===== src/rtl/mips_control_fsm.sv =====
// Multicycle MIPS control unit: sequences fetch/decode/execute/memory/writeback
// and drives the datapath mux selects, register enables and memory write enable.
module mips_control_fsm #(
    parameter int unsigned S_W = 4
) (
    input  logic           clk,
    input  logic           rst,
    input  logic [5:0]     OpCode,
    input  logic [5:0]     Funct,
    output logic           IorD,
    output logic           RegDST,
    output logic           MemtoReg,
    output logic           ALUSrcA,
    output logic [1:0]     ALUSrcB,
    output logic [1:0]     PCSrc,
    output logic           IRWrite,
    output logic           MemWrite,
    output logic           PCWrite,
    output logic           Branch,
    output logic           RegWrite,
    output logic [3:0]     ALUControl,
    output logic [S_W-1:0] state,
    output logic           illegal
);

    localparam logic [3:0] ALU_AND = 4'b0000;
    localparam logic [3:0] ALU_OR  = 4'b0001;
    localparam logic [3:0] ALU_ADD = 4'b0010;
    localparam logic [3:0] ALU_SUB = 4'b0110;
    localparam logic [3:0] ALU_SLT = 4'b0111;
    localparam logic [3:0] ALU_NOR = 4'b1100;
    localparam logic [3:0] ALU_XOR = 4'b1101;

    localparam logic [5:0] OP_RTYPE = 6'b000000;
    localparam logic [5:0] OP_LW    = 6'b100011;
    localparam logic [5:0] OP_SW    = 6'b101011;
    localparam logic [5:0] OP_BEQ   = 6'b000100;
    localparam logic [5:0] OP_ADDI  = 6'b001000;
    localparam logic [5:0] OP_J     = 6'b000010;

    typedef enum logic [S_W-1:0] {
        S_RESET  = S_W'(0),
        S_FETCH  = S_W'(1),
        S_DECODE = S_W'(2),
        S_MEMADR = S_W'(3),
        S_MEMRD  = S_W'(4),
        S_MEMWB  = S_W'(5),
        S_MEMWR  = S_W'(6),
        S_EXEC   = S_W'(7),
        S_ALUWB  = S_W'(8),
        S_BRANCH = S_W'(9),
        S_ADDIEX = S_W'(10),
        S_ADDIWB = S_W'(11),
        S_JUMP   = S_W'(12)
    } state_t;

    typedef struct packed {
        logic       iord;
        logic       reg_dst;
        logic       mem_to_reg;
        logic       alu_src_a;
        logic [1:0] alu_src_b;
        logic [1:0] pc_src;
        logic       ir_write;
        logic       mem_write;
        logic       pc_write;
        logic       branch;
        logic       reg_write;
        logic [3:0] alu_control;
    } ctrl_t;

    state_t     state_q;
    state_t     nxt_state;
    ctrl_t      ctrl_q;
    ctrl_t      nxt_ctrl;
    logic       bad_funct;
    logic       funct_ok;
    logic       op_ok;
    logic [3:0] funct_alu;

    // Moore control word for a given state; EXEC takes the funct-derived ALU op
    function automatic ctrl_t decode_ctrl(input state_t s, input logic [3:0] exec_alu,
                                          input logic aluwb_write);
        ctrl_t c;
        c = '0;
        c.alu_control = ALU_ADD;
        case (s)
            S_FETCH: begin
                c.ir_write  = 1'b1;
                c.alu_src_b = 2'b01;
                c.pc_write  = 1'b1;
            end
            S_DECODE: c.alu_src_b = 2'b11;
            S_MEMADR: begin
                c.alu_src_a = 1'b1;
                c.alu_src_b = 2'b10;
            end
            S_MEMRD: c.iord = 1'b1;
            S_MEMWB: begin
                c.mem_to_reg = 1'b1;
                c.reg_write  = 1'b1;
            end
            S_MEMWR: begin
                c.iord      = 1'b1;
                c.mem_write = 1'b1;
            end
            S_EXEC: begin
                c.alu_src_a   = 1'b1;
                c.alu_control = exec_alu;
            end
            S_ALUWB: begin
                c.reg_dst   = 1'b1;
                c.reg_write = aluwb_write;
            end
            S_BRANCH: begin
                c.alu_src_a   = 1'b1;
                c.alu_control = ALU_SUB;
                c.pc_src      = 2'b01;
                c.branch      = 1'b1;
            end
            S_ADDIEX: begin
                c.alu_src_a = 1'b1;
                c.alu_src_b = 2'b10;
            end
            S_ADDIWB: c.reg_write = 1'b1;
            S_JUMP: begin
                c.pc_src   = 2'b10;
                c.pc_write = 1'b1;
            end
            default: c.alu_control = ALU_ADD;
        endcase
        return c;
    endfunction

    // R-type funct decode into ALU op, flagging unsupported functs
    always_comb begin
        funct_alu = ALU_ADD;
        funct_ok  = 1'b1;
        case (Funct)
            6'b100000: funct_alu = ALU_ADD;
            6'b100010: funct_alu = ALU_SUB;
            6'b100100: funct_alu = ALU_AND;
            6'b100101: funct_alu = ALU_OR;
            6'b100110: funct_alu = ALU_XOR;
            6'b100111: funct_alu = ALU_NOR;
            6'b101010: funct_alu = ALU_SLT;
            default:   funct_ok  = 1'b0;
        endcase
    end

    // Next-state sequencing; unsupported opcodes fall back to FETCH
    always_comb begin
        nxt_state = S_FETCH;
        op_ok     = 1'b1;
        case (state_q)
            S_RESET:  nxt_state = S_FETCH;
            S_FETCH:  nxt_state = S_DECODE;
            S_DECODE: begin
                case (OpCode)
                    OP_LW, OP_SW: nxt_state = S_MEMADR;
                    OP_RTYPE:     nxt_state = S_EXEC;
                    OP_BEQ:       nxt_state = S_BRANCH;
                    OP_ADDI:      nxt_state = S_ADDIEX;
                    OP_J:         nxt_state = S_JUMP;
                    default: begin
                        nxt_state = S_FETCH;
                        op_ok     = 1'b0;
                    end
                endcase
            end
            S_MEMADR: nxt_state = (OpCode == OP_SW) ? S_MEMWR : S_MEMRD;
            S_MEMRD:  nxt_state = S_MEMWB;
            S_EXEC:   nxt_state = S_ALUWB;
            S_ADDIEX: nxt_state = S_ADDIWB;
            default:  nxt_state = S_FETCH;
        endcase
        nxt_ctrl = decode_ctrl(nxt_state, funct_alu, ~bad_funct);
    end

    // State, bad-funct flag and control word registered together so outputs track state
    always_ff @(posedge clk) begin
        if (rst) begin
            state_q   <= S_RESET;
            ctrl_q    <= decode_ctrl(S_RESET, ALU_ADD, 1'b0);
            bad_funct <= 1'b0;
        end else begin
            state_q <= nxt_state;
            ctrl_q  <= nxt_ctrl;
            if (nxt_state == S_EXEC) begin
                bad_funct <= ~funct_ok;
            end
        end
    end

    // Illegal pulse: opcode is only valid once IR is loaded, so DECODE needs it live
    assign illegal = ((state_q == S_DECODE) && !op_ok) || ((state_q == S_EXEC) && bad_funct);

    assign state      = state_q;
    assign IorD       = ctrl_q.iord;
    assign RegDST     = ctrl_q.reg_dst;
    assign MemtoReg   = ctrl_q.mem_to_reg;
    assign ALUSrcA    = ctrl_q.alu_src_a;
    assign ALUSrcB    = ctrl_q.alu_src_b;
    assign PCSrc      = ctrl_q.pc_src;
    assign IRWrite    = ctrl_q.ir_write;
    assign MemWrite   = ctrl_q.mem_write;
    assign PCWrite    = ctrl_q.pc_write;
    assign Branch     = ctrl_q.branch;
    assign RegWrite   = ctrl_q.reg_write;
    assign ALUControl = ctrl_q.alu_control;

endmodule


===== config.mk =====
export PLATFORM = sky130hd
export DESIGN_NAME = mips_control_fsm
export DESIGN_NICKNAME = d
export VERILOG_FILES = /design/src/rtl/mips_control_fsm.sv
export SDC_FILE = /design/constraint.sdc
export NUM_CORES = 1
export LEC_CHECK = 0
export BUFFER_PORTS_ARGS = -buffer_cell sky130_fd_sc_hd__buf_2
export CAP_MARGIN = 10
export CELL_PAD_IN_SITES_DETAIL_PLACEMENT = 0
export CELL_PAD_IN_SITES_GLOBAL_PLACEMENT = 1
export CORE_ASPECT_RATIO = 2
export CORE_UTILIZATION = 35
export CTS_BUF_LIST = sky130_fd_sc_hd__clkbuf_16
export CTS_CLUSTER_DIAMETER = 80
export CTS_CLUSTER_SIZE = 24
export DETAILED_ROUTE_END_ITERATION = 10
export PLACE_DENSITY = 0.85
export SKIP_CTS_REPAIR_TIMING = 1
export SYNTH_ARGS = -nofsm -noshare
export SYNTH_HDL_FRONTEND = slang
export SYNTH_SLANG_ARGS = --single-unit

===== constraint.sdc =====
create_clock -name clk -period 2.3 [get_ports clk]
set_input_delay 0.46 -clock clk [delete_from_list [all_inputs] [get_ports clk]]
set_output_delay 0.46 -clock clk [all_outputs]
set_load 0.02 [all_outputs]

== Word-level counts from Yosys, hierarchy flattened ==
Index checks and enable logic that the tools add are counted.
Word-level totals
  register bits: 22
  word-level logic and storage cells: 78
Cells by class
  equality and inequality tests: 30
  multiplexer cells: 19
  bitwise operators: 2
  reduce and logical (&&, ||, !) cells: 13
Operators with widths (count)
  equality test 6 bit (second input constant): 9
  one-hot mux 4 bit (6 select lines): 2
  equality test 4 x 3 -> 1 bit (second input constant): 6
  equality test 4 bit (second input constant): 6
  one-hot mux 4 bit (5 select lines): 1
  equality test 4 x 2 -> 1 bit (second input constant): 4
  2-to-1 mux 1 bit: 11
  OR reduction 2 bit: 5
  equality test 4 x 1 -> 1 bit (second input constant): 2
  one-hot mux 4 bit (2 select lines): 1
  OR reduction 7 bit: 1
  equality test 6 x 2 -> 1 bit (second input constant): 1
  equality test 6 x 3 -> 1 bit (second input constant): 1
  equality test 6 x 4 -> 1 bit (second input constant): 1
  zero test 6 bit: 1
  one-hot mux 2 bit (3 select lines): 1
  OR reduction 6 bit: 1
  one-hot mux 2 bit (2 select lines): 1
  OR reduction 4 bit: 1
  logical AND 1 bit: 2
  2-to-1 mux 2 bit: 1
  NOT 1 bit: 2
  one-hot mux 1 bit (2 select lines): 1
  zero test 1 bit: 1
  logical OR 1 bit: 1

== Longest topological paths before layout ==
Gate-level depths: netlist of run 1.
  depth after elaboration: 7
  depth in mapped cells: 8
  gate-level depth less buffers: 6

== Worst setup path after synthesis of run 1 ==
No wires, ideal clock.
  kind: reg-to-reg
  start: register state_q[2] (netlist: state[2])
  end: register ctrl_q, in the netlist RegWrite
  arrival: 1.826 ns
  data required time: 2.242 ns
  path slack: 0.416 ns
  cell stages (with the launch flop): 8
  path buffers: 1
  period minus slack after synthesis: 1.884 ns
  path through: dfxtp_1 buf_6 nand2b_1 and3b_1 o21ba_4 or4_1 a21oi_1 o21ba_1
On the way
  word-level cells in the longest chain between the ends: 5
Ends and longest elaborated chain
  start, declared: line 72  | state_t state_q;
  start signal, assigned: line 187  | state_q <= nxt_state;
  equality test 4 bit (tied with other cells): line 155  | case (state_q)
  one-hot mux 4 bit (6 select lines) *: line 155
  equality test 4 x 3 -> 1 bit / equality test 4 bit (equally long branches): line 87  | case (s)
  OR reduction 2 bit (no source line)
  one-hot mux 1 bit (2 select lines) *: line 87
  end signal, assigned: line 184  | ctrl_q <= decode_ctrl(S_RESET, ALU_ADD, 1'b0);
  end signal, assigned: line 188  | ctrl_q <= nxt_ctrl;
  end, declared: line 74  | ctrl_t ctrl_q;
Every way passes the cells marked *; elsewhere a longest branch is shown, timed or not.
A chain may end at the register's enable or synchronous reset.

== Final worst setup path of run 1 ==
  start: input port OpCode[5]
  end: output port illegal
On the way
  word-level cells in the longest chain between the ends: 7
Ends and longest elaborated chain
  start, declared: line 8  | input logic [5:0] OpCode,
  equality test 6 bit (tied with other cells): line 159  | case (OpCode)
  OR reduction 6 bit (no source line) *
  2-to-1 mux 1 bit *: line 159
  2-to-1 mux 1 bit *: line 155
  zero test 1 bit *: line 196  | assign illegal = ((state_q == S_DECODE) && !op_ok) || ((state_q == S_EXEC) && bad_funct);
  logical AND 1 bit *: line 196
  logical OR 1 bit *: line 196
  end, declared: line 23  | output logic illegal
Marks and branches as above.

==> flow_summary_export.csv, run 1 <==
group,metric,value,unit
finish,final_util,46.79,%
worst_hold_path,hp-class,"input pin to flip-flop",
detailed_routing,viasPerCell,5.445,
timing,worst_pin_slew,0.4252,ns
clock_tree,cts_buffers,3,
setup_path,critical_path_class,"input pin to output pin",
synthesis,synth.area.top_cells,"dfxtp_1 41%, nor2_1 3.7%, nor2b_1 3.7%, nor3_1 2.9%, xor2_1 2.6%",
place,place_congestion,0.8038,
timing,setup_viol,0,
setup_path,worstPathArrival,1.56,ns
timing,hold_viol,0,
timing,relSlewSlack,70.92,%
synthesis,seq_area_frac_synth,41.03,%
clock_tree,clk_pin_slew,0.05,ns
synthesis,yosys.area.top_type,"dfxtp_1",
setup_path,cp_common_cell,"buf_2",
setup_path,cp_slowest_cell,"a2111oi_0",
synthesis,yosysWarnings,0,
setup_path,crit_required,1.84,ns
setup_path,cp_cell_sequence,"buf_2, and3_4, a2111oi_0, a22o_1, buf_2",
floorplan,start_util,36.99,%
clock_tree,clk_path_buf_depth,2,
floorplan,coreArea,0.002770,mm^2
status,status,"complete, no violations",
detailed_routing,drtPass1Iterations,4,
power_and_ir_drop,p_per_area,681.2,mW/mm^2
timing,period_share,88.01,%
place,io_buffers,35,
place,placed_cells,169,
floorplan,die_w,40.26,um
global_routing,antenna_found_initial,0,
clock_tree,cts_tree,"built",
job,cap_violations,0,
timing,post-route-min-period,2.024,ns
setup_path,cp-end-kind,"output pin",
floorplan,rows,27,
place,hpwl,1815,um
timing,rsz0062_at_grt,"false",
synthesis,yosysUniqueCellTypes,45,
clock_tree,htreeDepth,1,
clock_tree,cts_root_buf,"clkbuf_16",
power_and_ir_drop,power_leakage,0.6048,nW
timing,setup-tns-final,0,ns
synthesis,syn-num-nets,123,
synthesis,synthDominantCellAreaShare,41.03,%
detailed_routing,wire_per_inst,13.37,um
floorplan,io_pins,36,
setup_path,cpLargestDelayFamily,"compound AO/OA/AOI/OAI gates",
finish,diodes,0,
detailed_routing,antenna_left,0,
setup_path,path_buf_inv,2,
detailed_routing,routed-via-count,942,
finish,fill_cells,292,
clock_tree,clock_latency,0.25,ns
global_routing,first_global_vias,876,
finish,final_nets,159,
floorplan,dieArea,0.003161,mm^2
global_routing,grt_pass1_wl,3636,um
synthesis,synth_seq_cells,21,
detailed_routing,drtIter0Drc,6,
global_routing,grtUsageTotal,16.36,%
floorplan,die_h,78.52,um
timing,slew_viol_final,0,
setup_path,start_kind,"input pin",
finish,syn2layout_area_growth,26.50,%
detailed_routing,drt-total-wl,2313,um
synthesis,synthesis.instances,109,
detailed_routing,drc,0,
synthesis,avgSynthCellArea,9.401,um^2
finish,final_cells,173,
timing,timing.fmax,0.4940,GHz
timing,skew,0.001770,ns
setup_path,critPathMaxStageDelay,0.45,ns
setup_path,crit_fanout,4,
finish,drive_above_1_share,34.03,%
global_routing,grt_max_degree,13,
power_and_ir_drop,power.ir.vdd_worst,504.7,uV
clock_tree,clock_sinks,21,
synthesis,syn_area,0.001025,mm^2
global_routing,grt_overflow_total,0,
[cell usage in the layout, fill, tap and decap left out, types with 2 or more instances in the layout]
master / synthesis / final
a21oi_1: 4 / 4
and3_1: 2 / 2
buf_2: 4 / 35
buf_4: 1 / 3
clkbuf_16: 0 / 3
dfxtp_1: 21 / 21
inv_1: 2 / 2
mux2i_1: 2 / 2
nand2_1: 5 / 5
nand2b_1: 3 / 3
nand3_1: 2 / 2
nor2_1: 10 / 10
nor2b_1: 6 / 6
nor3_1: 6 / 6
nor4_1: 4 / 4
o21ai_0: 3 / 3
or2b_1: 2 / 2
xnor2_1: 2 / 2
xor2_1: 3 / 3
[logic make-up (layout without fill, tap and decap cells)]
group	after synthesis	count (layout)	synth area share (%)
AND/OR/NAND/NOR	52	52	31.75
buffers and inverters	9	44	4.884
flip-flops	21	21	41.03
multiplexers	2	2	1.954
XOR/XNOR	5	5	4.274
AO/OA/AOI/OAI	20	20	16.12
[layer usage]
layer | up-vias | global-route usage, % | share of wire (%)
met5 | - | 0 | 0
met4 | 0 | 10.00 | 3.5
met3 | 10 | 2.825 | 5.1
met2 | 32 | 30.16 | 57
met1 | 438 | 14.31 | 34
li1 | 462 | - | -
[cells in the mapped netlist, drive strengths merged]
library cell / instances
a2111oi: 1
a21boi: 1
a21oi: 4
a22o: 1
a22oi: 1
a32oi: 1
a41o: 1
and2b: 1
and3: 3
and3b: 1
buf: 6
clkbuf: 1
dfxtp: 21
inv: 2
mux2i: 2
nand2: 5
nand2b: 3
nand3: 2
nand3b: 1
nand4b: 1
nor2: 10
nor2b: 6
nor3: 7
nor3b: 2
nor4: 4
nor4b: 2
o2111a: 1
o2111ai: 1
o21ai: 3
o21ba: 2
o21bai: 1
o22ai: 2
or2: 1
or2b: 2
or4: 1
xnor2: 2
xor2: 3
[tightest hold or removal path, cell delays in order]
cell and delay (ns):
buf_2 0.11, nor2b_1 0.07, nand2_1 0.05
[final cells by class]
cell class / count / area (um^2) / area share (%)
Inverter: 2 / 7.507 / 0.5792
Sequential cell: 21 / 420.4 / 32.43
Tap cell: 29 / 36.28 / 2.799
Clock buffer: 3 / 75.07 / 5.792
Multi-Input combinational cell: 79 / 554.3 / 42.76
Timing Repair Buffer: 38 / 197.7 / 15.25
Clock inverter: 1 / 5.005 / 0.3861
[where the power goes]
group | total (mW) | internal, mW | switching (mW)
registers | 0.387 | 0.378 | 0.00928
clock network | 0.364 | 0.233 | 0.130
logic | 0.133 | 0.0537 | 0.0791
[flip-flops by register name (all words and copies together), names as in the netlist]
register	flops
PCSrc	1
ALUSrcA	1
RegDST	1
MemtoReg	1
ALUSrcB	2
state	4
ALUControl	4
PCWrite	1
IRWrite	1
bad_funct	1
IorD	1
MemWrite	1
RegWrite	1
Branch	1
[final timing paths]
| path | start | to | slack, ns | depth (start not counted) |
|---|---|---|---|---|
| worst max-delay path | OpCode[5] | illegal | 0.28 | 5 |
| worst min-delay path | Funct[3] | ALUControl[1] | 0.46 | 3 |
| worst max register to register | state[2] | RegWrite | 0.33 | 6 |
| worst min register to register | bad_funct | bad_funct | 0.53 | 2 |
[stage by stage]
stage	cell area (um^2)	setup slack, ns	total power, mW	hold slack [ns]
detailed placement	1216	0.2539	0.5264	0.5204
floorplan	1025	0.4163	0.4791	0.4784
finish	1296	0.2757	0.8831	0.4569
global route	1296	0.1686	0.9166	0.4950
global placement	1216	0.2608	0.5238	0.5132
CTS	1296	0.2642	0.8891	0.4554
Note: power is estimated with default switching activity, not from simulation.
==> inputs of run 2 (changes only) <==
==> config.mk (replaced) <==
export PLATFORM = sky130hd
export DESIGN_NAME = mips_control_fsm
export DESIGN_NICKNAME = d
export VERILOG_FILES = /design/src/rtl/mips_control_fsm.sv
export SDC_FILE = /design/constraint.sdc
export NUM_CORES = 1
export LEC_CHECK = 0
export CAP_MARGIN = 10
export CELL_PAD_IN_SITES_DETAIL_PLACEMENT = 0
export CELL_PAD_IN_SITES_GLOBAL_PLACEMENT = 1
export CORE_MARGIN = 2
export CORE_UTILIZATION = 44
export CTS_BUF_LIST = sky130_fd_sc_hd__clkbuf_16
export CTS_CLUSTER_DIAMETER = 80
export CTS_CLUSTER_SIZE = 24
export DETAILED_ROUTE_END_ITERATION = 10
export DONT_BUFFER_PORTS = 1
export PLACE_DENSITY = 0.84
export SKIP_CTS_REPAIR_TIMING = 1
export SYNTH_ARGS = -nofsm -noshare
export SYNTH_HDL_FRONTEND = slang
export SYNTH_SLANG_ARGS = --single-unit
==> run 2 against run 1 <==
  * Power shrank 2.8%
  * Setup slack gained 0.022 ns
  * Clock skew grew 0.0017 ns
  * Sequential power grew 4%
  * Core utilization grew 4.8 points
  * Count of clock-buffer cells in the layout is the same
  * Sequential share of layout area grew 4.4 points
==> flow_summary_export.csv, run 2 (synthesis results as in run 1) <==
group,metric,value,unit
status,status,"complete, no violations",
place,io_buffers,0,
global_routing,grt_overflow_total,0,
clock_tree,htreeDepth,1,
timing,post-route-min-period,2.002,ns
clock_tree,clk_pin_slew,0.06,ns
power_and_ir_drop,power_leakage,0.4553,nW
place,hpwl,1591,um
setup_path,critical_path_class,"flip-flop to output pin",
finish,ff_latch_area,420.4,um^2
timing,hold_viol,0,
floorplan,coreArea,0.002212,mm^2
floorplan,rows,17,
floorplan,start_util,46.32,%
floorplan,die_h,52.26,um
floorplan,dieArea,0.002731,mm^2
setup_path,crit_required,1.84,ns
detailed_routing,drt-total-wl,2071,um
setup_path,cp_cell_sequence,"nand2_1, nor3b_2, a22o_1",
finish,final_util,51.64,%
finish,diodes,0,
worst_hold_path,hp-class,"input pin to flip-flop",
detailed_routing,routed-via-count,788,
global_routing,grtUsageTotal,17.16,%
detailed_routing,wire_per_inst,14.79,um
detailed_routing,drtPass1Iterations,4,
timing,worst_pin_slew,0.4183,ns
global_routing,grt_max_degree,13,
clock_tree,cts_buffers,3,
detailed_routing,antenna_left,0,
setup_path,worstPathArrival,1.54,ns
timing,timing.final.ws_setup,0.2975,ns
timing,skew,0.003513,ns
finish,final_nets,127,
timing,period_share,87.06,%
timing,fin_hold_ws,0.2674,ns
setup_path,path_buf_inv,0,
timing,timing.fmax,0.4994,GHz
floorplan,die_w,52.26,um
timing,setup-tns-final,0,ns
clock_tree,cts_root_buf,"clkbuf_16",
clock_tree,clock_latency,0.25,ns
setup_path,crit_fanout,8,
clock_tree,clk_path_buf_depth,2,
global_routing,antenna_found_initial,0,
power_and_ir_drop,design_power_total,858.7,uW
job,cap_violations,0,
global_routing,first_global_vias,778,
place,place_ws,0.3521,ns
setup_path,critPathMaxStageDelay,0.57,ns
timing,relSlewSlack,72.07,%
clock_tree,clock_sinks,21,
floorplan,io_pins,36,
timing,rsz0062_at_grt,"false",
finish,syn2layout_area_growth,11.48,%
detailed_routing,drc,0,
timing,slew_viol_final,0,
finish,layout_common_cells,"21 x dfxtp_1, 10 x nor2_1, 6 x nor3_1, 6 x nor2b_1, 6 x buf_4",
detailed_routing,viasPerCell,5.629,
setup_path,cp_slowest_cell,"dfxtp_1",
finish,fill_cells,217,
place,place_congestion,0.7594,
finish,layout_commonest_cell,"dfxtp_1",
finish,drive_above_1_share,15.18,%
timing,setup_viol,0,
global_routing,grt_pass1_wl,3381,um
finish,multi_input_area,554.3,um^2
detailed_routing,drtIter0Drc,10,
power_and_ir_drop,power.ir.vdd_worst,402.9,uV
setup_path,start_kind,"flip-flop",
setup_path,cp-end-kind,"output pin",
setup_path,cpLargestDelayFamily,"flip-flops",
power_and_ir_drop,p_per_area,751.7,mW/mm^2
clock_tree,cts_tree,"built",
[run 2: area by class of cell]
type,count,area share (%)
clock buffers,3,6.572
clock inverters,1,0.4381
inverters,2,0.6572
multi-input cells,79,48.52
flip-flops and latches,21,36.80
well taps,28,3.067
repair buffers,6,3.943
[run 2: layer usage]
metal | track usage (%) | vias to the layer above | part of all wire (%)
li1 | - | 396 | -
met5 | 0 | - | 0
met4 | 8.974 | 0 | 2.0
met1 | 21.21 | 362 | 45
met3 | 3.429 | 5 | 5.1
met2 | 28.06 | 25 | 48
[run 2: metrics by stage]
step           instances  instance area, um^2
3_3_place_gp         136                 1062
4_1_cts              140                 1142
2_1_floorplan        109                 1025
3_5_place_dp         136                 1062
6_report             140                 1142
5_1_grt              140                 1142
[run 2: final timing paths]
kind	from	endpoint	slack [ns]	cells after the start
worst min-delay path	rst	state[2]	0.27	1
worst max-delay path	state[0]	illegal	0.30	3
worst max register to register	state[0]	ALUControl[2]	0.33	6
worst min register to register	bad_funct	bad_funct	0.54	2
[run 2: power breakdown]
group	total [mW]	internal, mW	switching [mW]
Clock	0.370	0.234	0.136
Sequential	0.403	0.378	0.0252
Combinational	0.0862	0.0391	0.0471
Total	0.859	0.650	0.208
[run 2: worst register-to-register path: stages (launching register included)]
cell,delay (ns)
dfxtp_1,0.57
nor2b_1,0.25
mux2i_1,0.13
o22ai_2,0.21
or2_0,0.39
nor4b_4,0.10
a41o_1,0.21
